==> config.mk <==
export PLATFORM = sky130hd
export DESIGN_NAME = pulse_stretcher
export DESIGN_NICKNAME = d
export VERILOG_FILES = /design/src/rtl/pulse_stretcher.sv
export SDC_FILE = /design/constraint.sdc
export NUM_CORES = 1
export LEC_CHECK = 0
export CAP_MARGIN = 20
export CORE_MARGIN = 2
export CORE_UTILIZATION = 54
export DETAILED_ROUTE_END_ITERATION = 10
export PLACE_DENSITY = 0.76
export SLEW_MARGIN = 20
export SYNTH_ARGS = -nofsm -noshare
export SYNTH_HDL_FRONTEND = slang
export SYNTH_SLANG_ARGS = --single-unit
==> constraint.sdc <==
create_clock -name clk -period 2.2 [get_ports clk]
set_input_delay 0.22 -clock clk [delete_from_list [all_inputs] [get_ports clk]]
set_output_delay 0.22 -clock clk [all_outputs]
set_load 0.005 [all_outputs]
==> src/rtl/pulse_stretcher.sv <==
// pulse_stretcher
//   Turns short internal events (single-cycle strobes, trap flags, byte strobes) into
//   human-visible LED pulses. Each rising edge on inp produces one out pulse of exactly
//   hold_cycles cycles, followed by at least gap_cycles low cycles, so back-to-back
//   events stay distinguishable on the LED.
//
// Parameters
//   hold_cycles : cycles out stays high per event (>= 1)
//   gap_cycles  : minimum low cycles after each pulse (>= 1)
//   pend_width  : width of the pending-event counter (saturates at 2**pend_width-1)
//
// Ports
//   clk     : clock, all logic on posedge
//   rst     : asynchronous active-high reset
//   inp     : event source, an event is a rising edge
//   out     : stretched pulse (registered)
//   busy    : high whenever the stretcher is not idle (registered)
//   pending : queued events not yet shown (tied to 0 without queueing)
//
// Build option
//   STRETCH_QUEUE_EN : when defined, events arriving during a pulse or its gap are
//   counted and replayed as full pulses. When undefined, an event during the high
//   phase restarts the high phase and an event during the gap is dropped.

module pulse_stretcher #(
  parameter int unsigned hold_cycles = 1000,
  parameter int unsigned gap_cycles  = 1000,
  parameter int unsigned pend_width  = 4
) (
  input  logic                  clk,
  input  logic                  rst,
  input  logic                  inp,
  output logic                  out,
  output logic                  busy,
  output logic [pend_width-1:0] pending
);

  localparam int unsigned MaxCycles = (hold_cycles > gap_cycles) ? hold_cycles : gap_cycles;
  localparam int unsigned CntW      = $clog2(MaxCycles) + 1;

  localparam logic [CntW-1:0] HoldLast = CntW'(hold_cycles - 1);
  localparam logic [CntW-1:0] GapLast  = CntW'(gap_cycles - 1);

  typedef enum logic [1:0] {
    StIdle,
    StHold,
    StGap
  } state_e;

  state_e          r_state;
  logic [CntW-1:0] r_count;
  logic            r_inp_q;
  logic            r_out;
  logic            r_busy;
  logic            w_ev;

  // A level held high counts once: only the low-to-high transition is an event.
  assign w_ev = inp & ~r_inp_q;

`ifdef STRETCH_QUEUE_EN
  logic [pend_width-1:0] r_pending;
  logic                  w_pend_full;

  assign w_pend_full = &r_pending;
  assign pending     = r_pending;
`else
  assign pending     = '0;
`endif

  // out/busy are loaded together with the next state, so they are glitch-free
  // registered decodes of the state that is current in the following cycle.
  always_ff @(posedge clk or posedge rst) begin
    if (rst) begin
      r_state   <= StIdle;
      r_count   <= '0;
      r_inp_q   <= 1'b0;
      r_out     <= 1'b0;
      r_busy    <= 1'b0;
`ifdef STRETCH_QUEUE_EN
      r_pending <= '0;
`endif
    end else begin
      r_inp_q <= inp;
      unique case (r_state)
        StIdle: begin
          if (w_ev) begin
            r_state <= StHold;
            r_count <= '0;
            r_out   <= 1'b1;
            r_busy  <= 1'b1;
          end
        end

        StHold: begin
`ifdef STRETCH_QUEUE_EN
          if (w_ev && !w_pend_full) begin
            r_pending <= r_pending + 1'b1;
          end
          if (r_count == HoldLast) begin
            r_state <= StGap;
            r_count <= '0;
            r_out   <= 1'b0;
          end else begin
            r_count <= r_count + 1'b1;
          end
`else
          // Retrigger: the pulse ends hold_cycles after the most recent event.
          if (w_ev) begin
            r_count <= '0;
          end else if (r_count == HoldLast) begin
            r_state <= StGap;
            r_count <= '0;
            r_out   <= 1'b0;
          end else begin
            r_count <= r_count + 1'b1;
          end
`endif
        end

        StGap: begin
          if (r_count == GapLast) begin
`ifdef STRETCH_QUEUE_EN
            // An event on the last gap cycle is consumed directly, so it does not
            // touch the pending count; otherwise one queued event is consumed.
            if ((r_pending != '0) || w_ev) begin
              r_state <= StHold;
              r_count <= '0;
              r_out   <= 1'b1;
              if (!w_ev) begin
                r_pending <= r_pending - 1'b1;
              end
            end else begin
              r_state <= StIdle;
              r_count <= '0;
              r_busy  <= 1'b0;
            end
`else
            r_state <= StIdle;
            r_count <= '0;
            r_busy  <= 1'b0;
`endif
          end else begin
            r_count <= r_count + 1'b1;
`ifdef STRETCH_QUEUE_EN
            if (w_ev && !w_pend_full) begin
              r_pending <= r_pending + 1'b1;
            end
`endif
          end
        end

        default: begin
          r_state <= StIdle;
          r_count <= '0;
          r_out   <= 1'b0;
          r_busy  <= 1'b0;
        end
      endcase
    end
  end

  assign out  = r_out;
  assign busy = r_busy;

endmodule

==> results of run 1 <==
state kept, by name, indices dropped and copies added (netlist names):
register  cells
r_count      11
r_state       2
busy          1
out           1
r_inp_q       1
cell families (layout without fill, tap and decap cells):
kind of cell | Yosys count | after routing | share of synthesized area (%)
buf+inv | 14 | 16 | 8.20
compound gates | 23 | 23 | 18.7
xor+xnor | 9 | 9 | 8.61
flops | 16 | 16 | 43.7
other cells | 1 | 4 | 0.409
simple gates | 29 | 29 | 14.9
fa+ha+maj | 4 | 4 | 5.46
per-layer routing:
metal	wire length (um)	vias to the layer above	track usage [%]	share of wire [%]
li1	-	338	-	-
met1	763	313	25.2	51
met2	659	9	26.6	44
met3	59	2	7.20	3.9
met4	12	0	3.53	0.80
met5	0	-	0	0
stage by stage:
step	cells	instance area, um2
after floorplan	99	927
after global placement	113	946
after detailed placement	113	946
after CTS	117	982
after global routing	117	982
final	117	982
critical path: stages (launching register included):
cell	delay, ns
dfrtp_1	0.42
or4b_1	0.51
or3_1	0.52
a211o_1	0.37
a211oi_2	0.22
worst max-delay path by stage:
stage                                start                      to  slack (ns)  cells after the start
floorplan           r_count[3]$_DFFE_PP0P_  r_state[0]$_DFFE_PP0P_        0.21                      5
global placement    r_count[3]$_DFFE_PP0P_  r_state[0]$_DFFE_PP0P_        0.14                      4
detailed placement  r_count[3]$_DFFE_PP0P_  r_state[0]$_DFFE_PP0P_        0.11                      4
CTS                 r_count[3]$_DFFE_PP0P_  r_state[0]$_DFFE_PP0P_        0.09                      4
global route        r_count[3]$_DFFE_PP0P_  r_state[0]$_DFFE_PP0P_       0.009                      4
finish              r_count[3]$_DFFE_PP0P_  r_state[0]$_DFFE_PP0P_        0.09                      4
layout by cell type, fill, tap and decap left out, types with 2 or more instances in the layout:
cell type and instances:
dfrtp_1 16, nor2_1 11, xnor2_1 9, inv_1 7
nand2_1 6, a21oi_1 6, a2111oi_0 5, nand3_1 4
a211oi_1 4, ha_1 4, conb_1 4, clkdlybuf4s50_1 4
clkbuf_4 3, nand4_1 2, o21ai_0 2
power groups by stage:
| stage | clock [mW] | combinational [mW] | sequential, mW |
|---|---|---|---|
| 3_3_place_gp | 0 | 0.269 | 0.358 |
| 6_report | 0.196 | 0.278 | 0.355 |
| 5_1_grt | 0.211 | 0.313 | 0.361 |
| 3_5_place_dp | 0 | 0.274 | 0.361 |
| 4_1_cts | 0.198 | 0.281 | 0.355 |
| 2_1_floorplan | 0 | 0.191 | 0.357 |
layout make-up:
type	instances	share of cell area, %
Sequential cell	16	40.8
Timing Repair Buffer	5	4.84
Multi-Input combinational cell	69	46.0
Inverter	7	2.68
Clock buffer	4	3.69
Tap cell	16	2.04
==> results.toml, run 1 <==
[drt]
drt_iter0_markers = 8
num_vias = 662
drt_pass1_iterations = 4
avgRoutedWirePerCell_um = 12.8
drcViolationCount = 0
drt.antenna.violating_nets = 0
vias_per_cell = 5.66
finalWirelength_um = 1490

[synth]
synthTopCellsByArea = "dfrtp_1, xnor2_1, ha_1"
yosysUniqueCellTypes = 28
ys_seq_area_share_pct = 43.7
synthTopCellsByCount = "dfrtp_1, nor2_1, xnor2_1"
synth_top_cell_area_share_pct = 43.7
netlist_instances = 96
synth.yosys.warnings = 0
synth_top_cell_by_area = "dfrtp_1"
synth-seq-cells = 16
yosys_most_used_dff = "dfrtp_1"
avgSynthCellArea_um2 = 9.54
yosysMostFrequentCell = "dfrtp_1"
synth-edff-count = 0
netlist_area_um2 = 916
async_reset_ff_share_pct = 100

[worst_setup_path]
reg2reg_to = "r_state[0]$_DFFE_PP0P_"
r2r_start = "r_count[3]$_DFFE_PP0P_"
worstSetupEndpointType = "flop"
r2r_cells = 4
critical_path_class = "reg -> reg"
reg2reg_slack_ns = 0.09
crit_fanout = 9
required_ns = 2.42
startpoint_type = "flop"
critPathArrivalTime_ns = 2.33

[clock_network]
cts_tree = "done"
post_cts_buffers = 0
clk_pin_slew_worst_paths_ns = 0.10
clkLatencyLatePin_ns = 0.30
htree_levels = 1
cts_buffer_depth = 2
cts_buffers = 3
cts_resized = 0
cts_root_buf = "clkbuf_4"
clock-sinks = 16
cts_hold_buf = 0

[power]
vdd_drop_max_mv = 0.436
comb_power_share_pct = 33.6
power_leakage_nw = 0.399
sequentialPowerShare_pct = 42.8
total_power_uw = 829
power.internal_uw = 546
power_density_nw_per_um2 = 845
pwr-share-clk_pct = 23.6
swShare_pct = 34.2
switchingPower_uw = 284

[flow_run]
cap_violations = 0

[die]
rows = 14
die_area_um2 = 2040
pin_count = 9
core_um2 = 1540
die_w_um = 45.2
die_h_um = 45.2
start_util_pct = 59.4

[finish]
final_core_util_pct = 63.7
fillCellCount = 128
area_delta_synth_final_pct = 7.24
multi_input_area_um2 = 452
fin_nets = 109
layout-drive-gt1-share_pct = 6.93
ff_latch_area_um2 = 400
diodes = 0

[sta]
hold-worst-slack_ns = 0.277
relSlewSlack_pct = 61.9
setup_viol = 0
tightest_slew_ns = 0.557
setup_tns_ns = 0
fin_crit_ns = 2.11
hold_violations = 0
setup_slack_ns = 0.0935
skew_ns = 0.0113
rsz0062_at_grt = "no"
fmax_mhz = 475
period_share_pct = 95.8
final_max_slew_viol_count = 0

[global_routing]
grt_overflow = 0
grt_max_degree = 17
grt.total_usage_pct = 18.0
antenna_found_initial = 0
grt_pass1_wl_um = 2620
first_global_vias = 582

[placement]
place_ws_ns = 0.106
dp_hpwl_um = 1070
port_buffers = 4
gp_congestion = 0.770

[status]
run_status = "complete, no violations"

[hold_path]
hp-class = "in -> async"
No activity file was read; power rests on OpenSTA's default activity.
==> run 2, diff against run 1 <==
--- a/config.mk
+++ b/config.mk
@@ -9,7 +9,7 @@
 export CORE_MARGIN = 2
 export CORE_UTILIZATION = 54
 export DETAILED_ROUTE_END_ITERATION = 10
-export PLACE_DENSITY = 0.76
+export PLACE_DENSITY_LB_ADDON = 0.08
 export SLEW_MARGIN = 20
 export SYNTH_ARGS = -nofsm -noshare
 export SYNTH_HDL_FRONTEND = slang
==> run 2 against run 1 <==
Effect of this change: combinational power about the same; maximum frequency is 2.2% higher; register-to-register slack gained 0.04 ns; non-clock buffer count up 1; setup slack gained 0.045 ns; critical endpoint unchanged; highest routed layer unchanged.
==> results.toml, run 2 (same netlist as run 1, synthesis figures left out) <==
[drt]
drt_iter0_markers = 10
num_vias = 662
avgRoutedWirePerCell_um = 13.4
drcViolationCount = 0
finalWirelength_um = 1570
vias_per_cell = 5.66
drt_pass1_iterations = 4
drt.antenna.violating_nets = 0

[status]
run_status = "complete, no violations"

[global_routing]
antenna_found_initial = 0
grt_max_degree = 17
grt_pass1_wl_um = 2640
first_global_vias = 616
grt.total_usage_pct = 18.0
grt_overflow = 0

[worst_setup_path]
startpoint_type = "flop"
reg2reg_slack_ns = 0.14
critical_path_class = "reg -> reg"
cp_num_cells = 4
crit_fanout = 5
r2r_cells = 4
critPathSlowestCell = "or4b_1"
critPathBufInv = 0
critPathArrivalTime_ns = 2.27
cpPeakStageDelay_ns = 0.52
crit_family = "simple AND/OR/NAND/NOR gates"
crit_chain = "or4b_1 -> or3_1 -> a211o_1 -> a211oi_2"
required_ns = 2.41
worstSetupEndpointType = "flop"

[clock_network]
cts_root_buf = "clkbuf_4"
htree_levels = 1
post_cts_buffers = 0
clock-sinks = 16
cts_resized = 0
clkLatencyLatePin_ns = 0.28
cts_buffers = 3
cts_tree = "done"
clk_pin_slew_worst_paths_ns = 0.09
cts_hold_buf = 0
cts_buffer_depth = 2

[finish]
regMostFlops = "r_count"
layout_commonest_cell = "dfrtp_1"
fillCellCount = 126
fin_nets = 110
final_cell_mix = "dfrtp_1, nor2_1, xnor2_1, inv_1"
ff_latch_area_um2 = 400
largest_reg_flops = 11
reg_top3 = "r_count x11, r_state x2"
multi_input_area_um2 = 452
layout-drive-gt1-share_pct = 6.93
diodes = 0
area_delta_synth_final_pct = 6.56

[sta]
setup_viol = 0
period_share_pct = 93.7
tightest_slew_ns = 0.614
setup_tns_ns = 0
final_max_slew_viol_count = 0
relSlewSlack_pct = 59.0
rsz0062_at_grt = "no"
hold_violations = 0
fin_crit_ns = 2.06
fmax_mhz = 485
hold-worst-slack_ns = 0.306
skew_ns = 0.000962

[power]
power_leakage_nw = 0.396
power_density_nw_per_um2 = 804
vdd_drop_max_mv = 0.601
total_power_uw = 784

[flow_run]
cap_violations = 0

[placement]
port_buffers = 4
dp_hpwl_um = 1100
gp_congestion = 0.766

[die]
start_util_pct = 59.4
rows = 14
pin_count = 9
die_w_um = 45.2
core_um2 = 1540
die_h_um = 45.2
die_area_um2 = 2040

[hold_path]
hp-class = "in -> async"
==> run 2: stage by stage <==
stage                     util [%]  instances  instance area [um2]  setup WS [ns]
after floorplan                  -         99                  927          0.208
after global placement        61.9        114                  953          0.203
after detailed placement      61.9        114                  953          0.157
after CTS                     63.3        117                  976          0.124
after global routing          63.3        117                  976         0.0440
final                         63.3        117                  976          0.138
==> run 2: cell type report <==
type                    count  share of cell area (%)
multi-input cells          69                    46.3
flip-flops and latches     16                    41.0
repair buffers              6                    5.64
inverters                   7                    2.69
clock buffers               3                    2.31
well taps                  16                    2.05
==> run 2: final timing paths <==
| check | end | start |
|---|---|---|
| setup / recovery | r_state[0]$_DFFE_PP0P_ | r_count[3]$_DFFE_PP0P_ |
| hold / removal | busy$_DFFE_PP0P_ | rst |
| setup reg to reg | r_state[0]$_DFFE_PP0P_ | r_count[3]$_DFFE_PP0P_ |
| hold reg to reg | busy$_DFFE_PP0P_ | busy$_DFFE_PP0P_ |
| max in group asynchronous | r_count[6]$_DFFE_PP0P_ | rst |
| min in group clk | r_inp_q$_DFF_PP0_ | inp |
==> run 2: power breakdown <==
part	internal (mW)	total [mW]	switching [mW]
Sequential	0.329	0.353	0.0240
Combinational	0.116	0.281	0.165
Clock	0.0636	0.151	0.0870
Total	0.509	0.784	0.276
==> run 2: routing by layer <==
layer  wire, um  up-vias  global-route usage, %  share of wire, %
met4         37        0                   10.0               2.4
li1           -      343                      -                 -
met5          0        -                      0                 0
met2        645       13                   25.7                41
met1        841      301                   26.1                53
met3         47        5                   2.40               3.0
